$ cat src/rtl/div_unit.sv
// RV32M divider: divide-by-zero and signed-overflow fast paths, otherwise a
// restoring shift-subtract loop producing one quotient bit per cycle.
module div_unit #(
    parameter int unsigned size = 32
) (
    input  logic            clk,
    input  logic            reset,
    input  logic            start_i,
    input  logic [1:0]      op_i,
    input  logic [size-1:0] dividend_i,
    input  logic [size-1:0] divisor_i,
    input  logic            divisor_zero_i,
    input  logic            flush_i,
    output logic            busy_o,
    output logic            valid_o,
    output logic [size-1:0] result_o
);
    localparam int unsigned CW = $clog2(size) + 1;
    localparam logic [size-1:0] MIN_NEG = {1'b1, {(size-1){1'b0}}};

    typedef enum logic [1:0] {IDLE = 2'd0, CALC = 2'd1, DONE = 2'd2} state_t;

    state_t          r_state, w_next;
    logic [size-1:0] r_rem, r_quot, r_dvsr, r_result;
    logic [CW-1:0]   r_cnt;
    logic            r_neg_q, r_neg_r, r_is_rem;

    logic            w_signed, w_is_rem, w_a_neg, w_b_neg, w_ovf, w_fast, w_accept;
    logic [size-1:0] w_a_mag, w_b_mag, w_fast_res;
    logic [size:0]   w_rem_sh, w_diff;
    logic            w_ge, w_last;
    logic [size-1:0] w_rem_nx, w_quot_nx, w_calc_res;

    always_comb begin
        w_signed = ~op_i[0];
        w_is_rem = op_i[1];
        w_a_neg  = w_signed & dividend_i[size-1];
        w_b_neg  = w_signed & divisor_i[size-1];
        w_a_mag  = w_a_neg ? -dividend_i : dividend_i;
        w_b_mag  = w_b_neg ? -divisor_i : divisor_i;
        w_ovf    = w_signed && (dividend_i == MIN_NEG) && (&divisor_i);
        w_fast   = divisor_zero_i | w_ovf;
        w_accept = start_i & ~flush_i & (r_state != CALC);
        if (divisor_zero_i) w_fast_res = w_is_rem ? dividend_i : '1;
        else                w_fast_res = w_is_rem ? '0 : dividend_i;
    end

    // Shifted remainder is size+1 bits wide so divisors >= 2^(size-1) still compare correctly
    always_comb begin
        w_rem_sh   = {r_rem, r_quot[size-1]};
        w_diff     = w_rem_sh - {1'b0, r_dvsr};
        w_ge       = ~w_diff[size];
        w_rem_nx   = w_ge ? w_diff[size-1:0] : w_rem_sh[size-1:0];
        w_quot_nx  = {r_quot[size-2:0], w_ge};
        w_last     = (r_cnt == CW'(1));
        w_calc_res = r_is_rem ? (r_neg_r ? -w_rem_nx : w_rem_nx)
                              : (r_neg_q ? -w_quot_nx : w_quot_nx);
    end

    always_comb begin
        w_next = r_state;
        if (flush_i) begin
            w_next = IDLE;
        end else begin
            case (r_state)
                IDLE, DONE: w_next = w_accept ? (w_fast ? DONE : CALC) : IDLE;
                CALC:       if (w_last) w_next = DONE;
                default:    w_next = IDLE;
            endcase
        end
    end

    always_ff @(posedge clk or posedge reset) begin
        if (reset) begin
            r_state  <= IDLE;
            r_rem    <= '0;
            r_quot   <= '0;
            r_dvsr   <= '0;
            r_result <= '0;
            r_cnt    <= '0;
            r_neg_q  <= 1'b0;
            r_neg_r  <= 1'b0;
            r_is_rem <= 1'b0;
        end else begin
            r_state <= w_next;
            if (w_accept) begin
                r_is_rem <= w_is_rem;
                if (w_fast) begin
                    r_result <= w_fast_res;
                end else begin
                    r_rem   <= '0;
                    r_quot  <= w_a_mag;
                    r_dvsr  <= w_b_mag;
                    r_cnt   <= CW'(size);
                    r_neg_q <= w_a_neg ^ w_b_neg;
                    r_neg_r <= w_a_neg;
                end
            end else if (r_state == CALC && !flush_i) begin
                r_rem  <= w_rem_nx;
                r_quot <= w_quot_nx;
                r_cnt  <= r_cnt - CW'(1);
                if (w_last) r_result <= w_calc_res;
            end
        end
    end

    assign busy_o   = (r_state == CALC);
    assign valid_o  = (r_state == DONE);
    assign result_o = r_result;

endmodule

$ cat config.mk
export PLATFORM = sky130hd
export DESIGN_NAME = div_unit
export DESIGN_NICKNAME = d
export VERILOG_FILES = /design/src/rtl/div_unit.sv
export SDC_FILE = /design/constraint.sdc
export NUM_CORES = 1
export LEC_CHECK = 0
export CAP_MARGIN = 10
export CORE_MARGIN = 2
export CORE_UTILIZATION = 35
export DETAILED_ROUTE_END_ITERATION = 8
export PLACE_DENSITY = 0.53
export SLEW_MARGIN = 30
export SYNTH_ARGS = -nofsm -noshare
export SYNTH_HDL_FRONTEND = slang
export SYNTH_SLANG_ARGS = --single-unit
$ cat constraint.sdc
create_clock -name clk -period 4.3 [get_ports clk]
set_input_delay 0.645 -clock clk [delete_from_list [all_inputs] [get_ports clk]]
set_output_delay 0.645 -clock clk [all_outputs]
set_load 0.05 [all_outputs]
; ---- Word level (Yosys, flattened, before mapping)
; Index checks and enable logic that the tools add are counted.
[word_totals]
input_bits = 71
ff_bits = 139
wordCells = 72
output_inout_bits = 34
[op_classes]
n_eq_ne = 8
add_sub_neg = 6
n_bitwise = 10
mux = 27
reduce_logical = 12
[op_table]
columns = operator, count
row1 = two-way mux 32 bit, 19
row2 = negation 32 bit, 4
row3 = subtractor 33 x 32 -> 33 bit, 1
row4 = equality test 32 bit (second input constant), 1
row5 = AND reduction 32 bit, 1
row6 = two-way mux 6 bit, 3
row7 = two-way mux 2 bit, 4
row8 = equality test 6 x 1 -> 1 bit (second input constant), 1
row9 = subtractor 6 x 1 -> 6 bit (second input constant), 1
row10 = AND 1 bit, 4
row11 = inequality test 2 bit (second input constant), 2
row12 = NOT 1 bit, 4
row13 = case mux 2 bit (2 select lines), 1
row14 = AND reduction 2 bit, 2
row15 = nonzero test 2 bit, 2
row16 = logical AND 1 bit, 3
row17 = inequality test 3 x 2 -> 1 bit (second input constant), 1
row18 = AND reduction 3 bit, 1
row19 = equality test 2 x 1 -> 1 bit (second input constant), 1
row20 = equality test 2 bit (second input constant), 1
row21 = zero test 2 bit, 1
row22 = inequality test 2 x 1 -> 1 bit (second input constant), 1
row23 = OR reduction 2 bit, 1
row24 = zero test 1 bit, 1
row25 = 2 further kinds, 2

; ---- Depth between registers and ports, before layout
[depth]
word_depth = 8
ltp_mapped = 25
depth_no_buf = 23

; ---- Worst setup path before layout
; No wires, ideal clock.
[synth_path]
path_kind = register to register
start = register r_quot[31]
end = register r_result[28] (netlist: result_o[28])
setup_slack_ps = -442
t_required_ps = 4178
setup_time_ps = 122
path_stages_with_launch = 26
t_arrival_ps = 4621
period_less_slack_ps = 4742
n_path_buf = 2
path_cell_list = dfrtp_1 -> inv_1 -> ha_1 -> inv_1 -> fa_1 -> a211oi_2 -> o211ai_2 -> nand3_1 -> o311ai_4 -> a21boi_2 -> nor2_4 -> inv_2 -> buf_2 -> buf_2 -> nor2_1 -> a21oi_1 -> ha_1 -> nand3b_1 -> nor2_1 -> nand3b_1 -> a2111oi_0 -> a41oi_1 -> nor3_1 -> nand4b_1 -> mux2i_1 -> a32o_1
[synth_between]
elab_chain_len = 8
word_cells_on_any_way = 11
cone_classes = 3 x add/sub / 7 x mux / 1 x bitwise
[synth_lines]
columns = item, line
row1 = start: declaration, 24  ; logic [size-1:0] r_rem, r_quot, r_dvsr, r_result;
row2 = start signal: assignment, 92  ; r_quot <= w_a_mag;
row3 = start signal: assignment, 100  ; r_quot <= w_quot_nx;
row4 = subtractor 33 x 32 -> 33 bit, 51  ; w_diff = w_rem_sh - {1'b0, r_dvsr};
row5 = two-way mux 32 bit / NOT 1 bit (equally long branches), "53, 52"
row6 = "negation 32 bit, on equally long branches", "56, 57"
row7 = "two-way mux 32 bit, on equally long branches", "56, 57"
row8 = two-way mux 32 bit *, 56  ; w_calc_res = r_is_rem ? (r_neg_r ? -w_rem_nx : w_rem_nx)
row9 = two-way mux 32 bit *, 102  ; if (w_last) r_result <= w_calc_res;
row10 = two-way mux 32 bit *, 98  ; end else if (r_state == CALC && !flush_i) begin
row11 = two-way mux 32 bit *, 86  ; if (w_accept) begin
row12 = end signal: assignment, 89  ; r_result <= w_fast_res;
row13 = end signal: assignment, 102
row14 = end: declaration, 24
; Every way passes the cells marked *; elsewhere a longest branch is shown, timed or not. The select of a mux whose other input is x is not followed.
; A chain may end at the register's enable or synchronous reset.

; ---- Worst setup path in the final report
[layout_path]
start = register r_quot[31]
end = register r_result[22] (netlist: result_o[22])
; Same word-level chain as after synthesis.

==> results.toml <==
[status]
status = "finished, violations left"
violations = "setup timing"

[placed_design]
port_buffers = 104
dp.cells = 2185
post-place-ws_ps = -239.0
gp_congestion = 0.9331
dp_hpwl_microns = 36440

[synthesis]
syn_inst = 1556
syn_area_sq_um = 12090
synth_edf_count = 0
yosys-top-cells-area = "dfrtp_1 29%, o21ai_0 6.7%, a21oi_1 5.9%"
synth_most_common_cell = "nand2_1"
synth_commonest_cells = "184 x nand2_1, 161 x o21ai_0, 143 x a21oi_1"
synth-seq-area-share_pct = 28.76
async_flop_share_pct = 100.0
synth_top_area_cell = "dfrtp_1"
synth.ff_latch_count = 139
yosysTopAreaCellShare_pct = 28.76
yosys_most_used_dff = "dfrtp_1"
postSynthAreaPerCell_sq_um = 7.773
yosysUniqueCellTypes = 96
synth_fp_nets = 1667
ys_warn_count = 0

[routing]
drc = 0
drtAntennaViolNets = 0
wl_per_cell_microns = 20.78
vias = 12600
drt_pass1_iterations = 8
wirelength_microns = 46360
drt-vias-per-instance = 5.649
drtIter0Drc = 1216

[sta]
period_needed_ps = 4460
fin_ws_ps = -159.7
slew-limit-headroom_pct = 41.35
fmax_mhz = 224.2
hold_viol = 0
period_share_pct = 103.7
setup_viol = 7
fin_skew_ps = 16.39
rsz0062_at_grt = "true"
slew_violations = 0
tightest_slew_ps = 870.6

[layout]
drive_gt1_share_pct = 16.78
fin_cells = 2231
layout.nets = 1874
num_antenna_cells = 0
area_delta_synth_final_pct = 28.21

[cts]
postCtsHoldBufs = 0
cts_max_level = 4
clock-root-buffer = "clkbuf_16"
insertion_delay_ps = 440
clockBufferDepth = 2
cts_buffers = 17
path_clk_slew_ps = 70
tritoncts = "done"
clock-sinks = 139

[floorplanning]
num_rows = 68
core_sq_um = 34290
die_w_microns = 189.9
io-pin-count = 105
initial_core_util_pct = 35.27
die_y_microns = 189.9
die_area_sq_um = 36060

[grt]
grt_pass1_wl_microns = 72560
grt_pass1_vias = 12020
grt_start_max_net_pins = 92
antenna_found_initial = 1
gr-total-overflow = 0
grt_use_total_pct = 26.06

[worst_setup_path]
crit_arrival_ps = 4810
worst_setup_path_end_kind = "register"
crit_path_start_kind = "register"
required_ps = 4650
crit_type = "reg2reg"
path_max_fanout = 4

[pwr]
p_per_area_nw_per_um2 = 871.5
power_leakage_uw = 0.006435
ir_worst_vdd_mv = 0.4865

[run]
max-cap-violations = 0

[hold_path]
hold_path.class = "reg2reg"
-- kinds of logic after synthesis --
group | Yosys count | share of synthesized area [%]
simple gates | 547 | 21.84
compound gates | 505 | 26.61
buf+inv | 148 | 5.297
flops | 139 | 28.76
xor+xnor | 137 | 9.921
mux | 40 | 3.373
fa+ha+maj | 40 | 4.200
-- per-stage QoR --
stage                     hold slack [ps]  util, %  setup TNS [ps]  total power, uW  instance area (sq um)
after floorplan                     449.8        -          -536.6             8171                  12150
after global placement              463.0    42.69          -299.4            11410                  14640
after detailed placement            467.7    42.69           -1391            11460                  14640
after CTS                           483.0    44.89          -355.9            13250                  15390
after global routing                507.2    45.22           -3812            14470                  15510
final                               474.8    45.22          -358.2            13510                  15510
-- area by class of cell --
cell class	instances	area (sq um)
Multi-Input combinational cell	1269	8240
Fill cell	3411	18780
Inverter	54	206.4
Tap cell	455	569.3
Clock buffer	18	439.2
Clock inverter	14	121.4
Timing Repair Buffer	282	2451
Sequential cell	139	3478
-- critical path: stages (launching register included) --
cell and delay [ps]:
dfrtp_1 400, inv_2 80, ha_4 130, inv_2 30, fa_2 360, a211oi_4 280
o211ai_2 150, nand3_2 110, o311ai_4 100, o221a_4 250, nor2_4 180, inv_2 90
nor2_1 120, a21oi_2 50, ha_2 170, buf_4 120, buf_4 130, inv_2 70
nor4_4 40, and3b_2 270, a31oi_2 210, nor2_2 80, buf_4 140, and4_1 180
or3_1 360, a221oi_2 230
-- report_power, final --
| group | switching, uW | internal (uW) |
|---|---|---|
| Sequential | 484 | 1750 |
| Clock | 660 | 811 |
| Combinational | 5910 | 3900 |
-- flip-flops by register name (all words and copies together), names as in the netlist --
name      flops
r_cnt         6
r_dvsr       32
r_is_rem      1
r_neg_q       1
r_neg_r       1
r_quot       32
r_rem        32
r_state       2
result_o     32
-- path summary, 6_finish.rpt --
| kind | startpoint | cells past startpoint | to | slack, ps |
|---|---|---|---|---|
| worst max register to register | r_quot[31]$_DFFE_PP0P_ | 25 | result_o[22]$_DFFE_PP0P_ | -160 |
| max in group asynchronous | reset | 3 | r_dvsr[8]$_DFFE_PP0P_ | 2980 |
| min in group asynchronous | reset | 3 | result_o[26]$_DFFE_PP0P_ | 690 |
| worst min register to register | r_dvsr[25]$_DFFE_PP0P_ | 2 | r_dvsr[25]$_DFFE_PP0P_ | 470 |
| worst min-delay path | r_dvsr[25]$_DFFE_PP0P_ | 2 | r_dvsr[25]$_DFFE_PP0P_ | 470 |
| worst max-delay path | r_quot[31]$_DFFE_PP0P_ | 25 | result_o[22]$_DFFE_PP0P_ | -160 |
-- layer usage --
metal | up-vias | GRT usage [%] | part of all wire [%]
met1 | 6077 | 37.95 | 48
met5 | - | 0 | 0
li1 | 6077 | - | -
met2 | 387 | 39.42 | 44
met4 | 0 | 8.676 | 2.7
met3 | 63 | 3.745 | 5.3
-- cells in the final DEF, fill, tap and decap left out, types with 13 or more instances in the layout --
master	synthesis	final
clkdlybuf4s50_1	0	104
nor2_1	128	124
buf_4	3	171
o21ai_0	161	159
inv_1	52	48
mux2i_1	34	33
nand3_1	54	53
or3_1	27	26
nor3_1	36	33
nand4_1	23	23
dfrtp_1	139	139
nor4_1	18	16
ha_1	39	34
a211oi_1	18	13
xnor2_1	58	57
o31ai_1	43	43
nand2_1	184	184
clkbuf_16	0	17
a21oi_1	143	139
xor2_1	79	79
-- repair_timing --
action                                  CTS  global route
endpoints found under the setup margin   13            20
hold endpoints to repair                  0             0
setup buffers                            11             3
pin swaps                                22            19
resized for setup                        19            19
No activity file was read; power rests on OpenSTA's default activity.
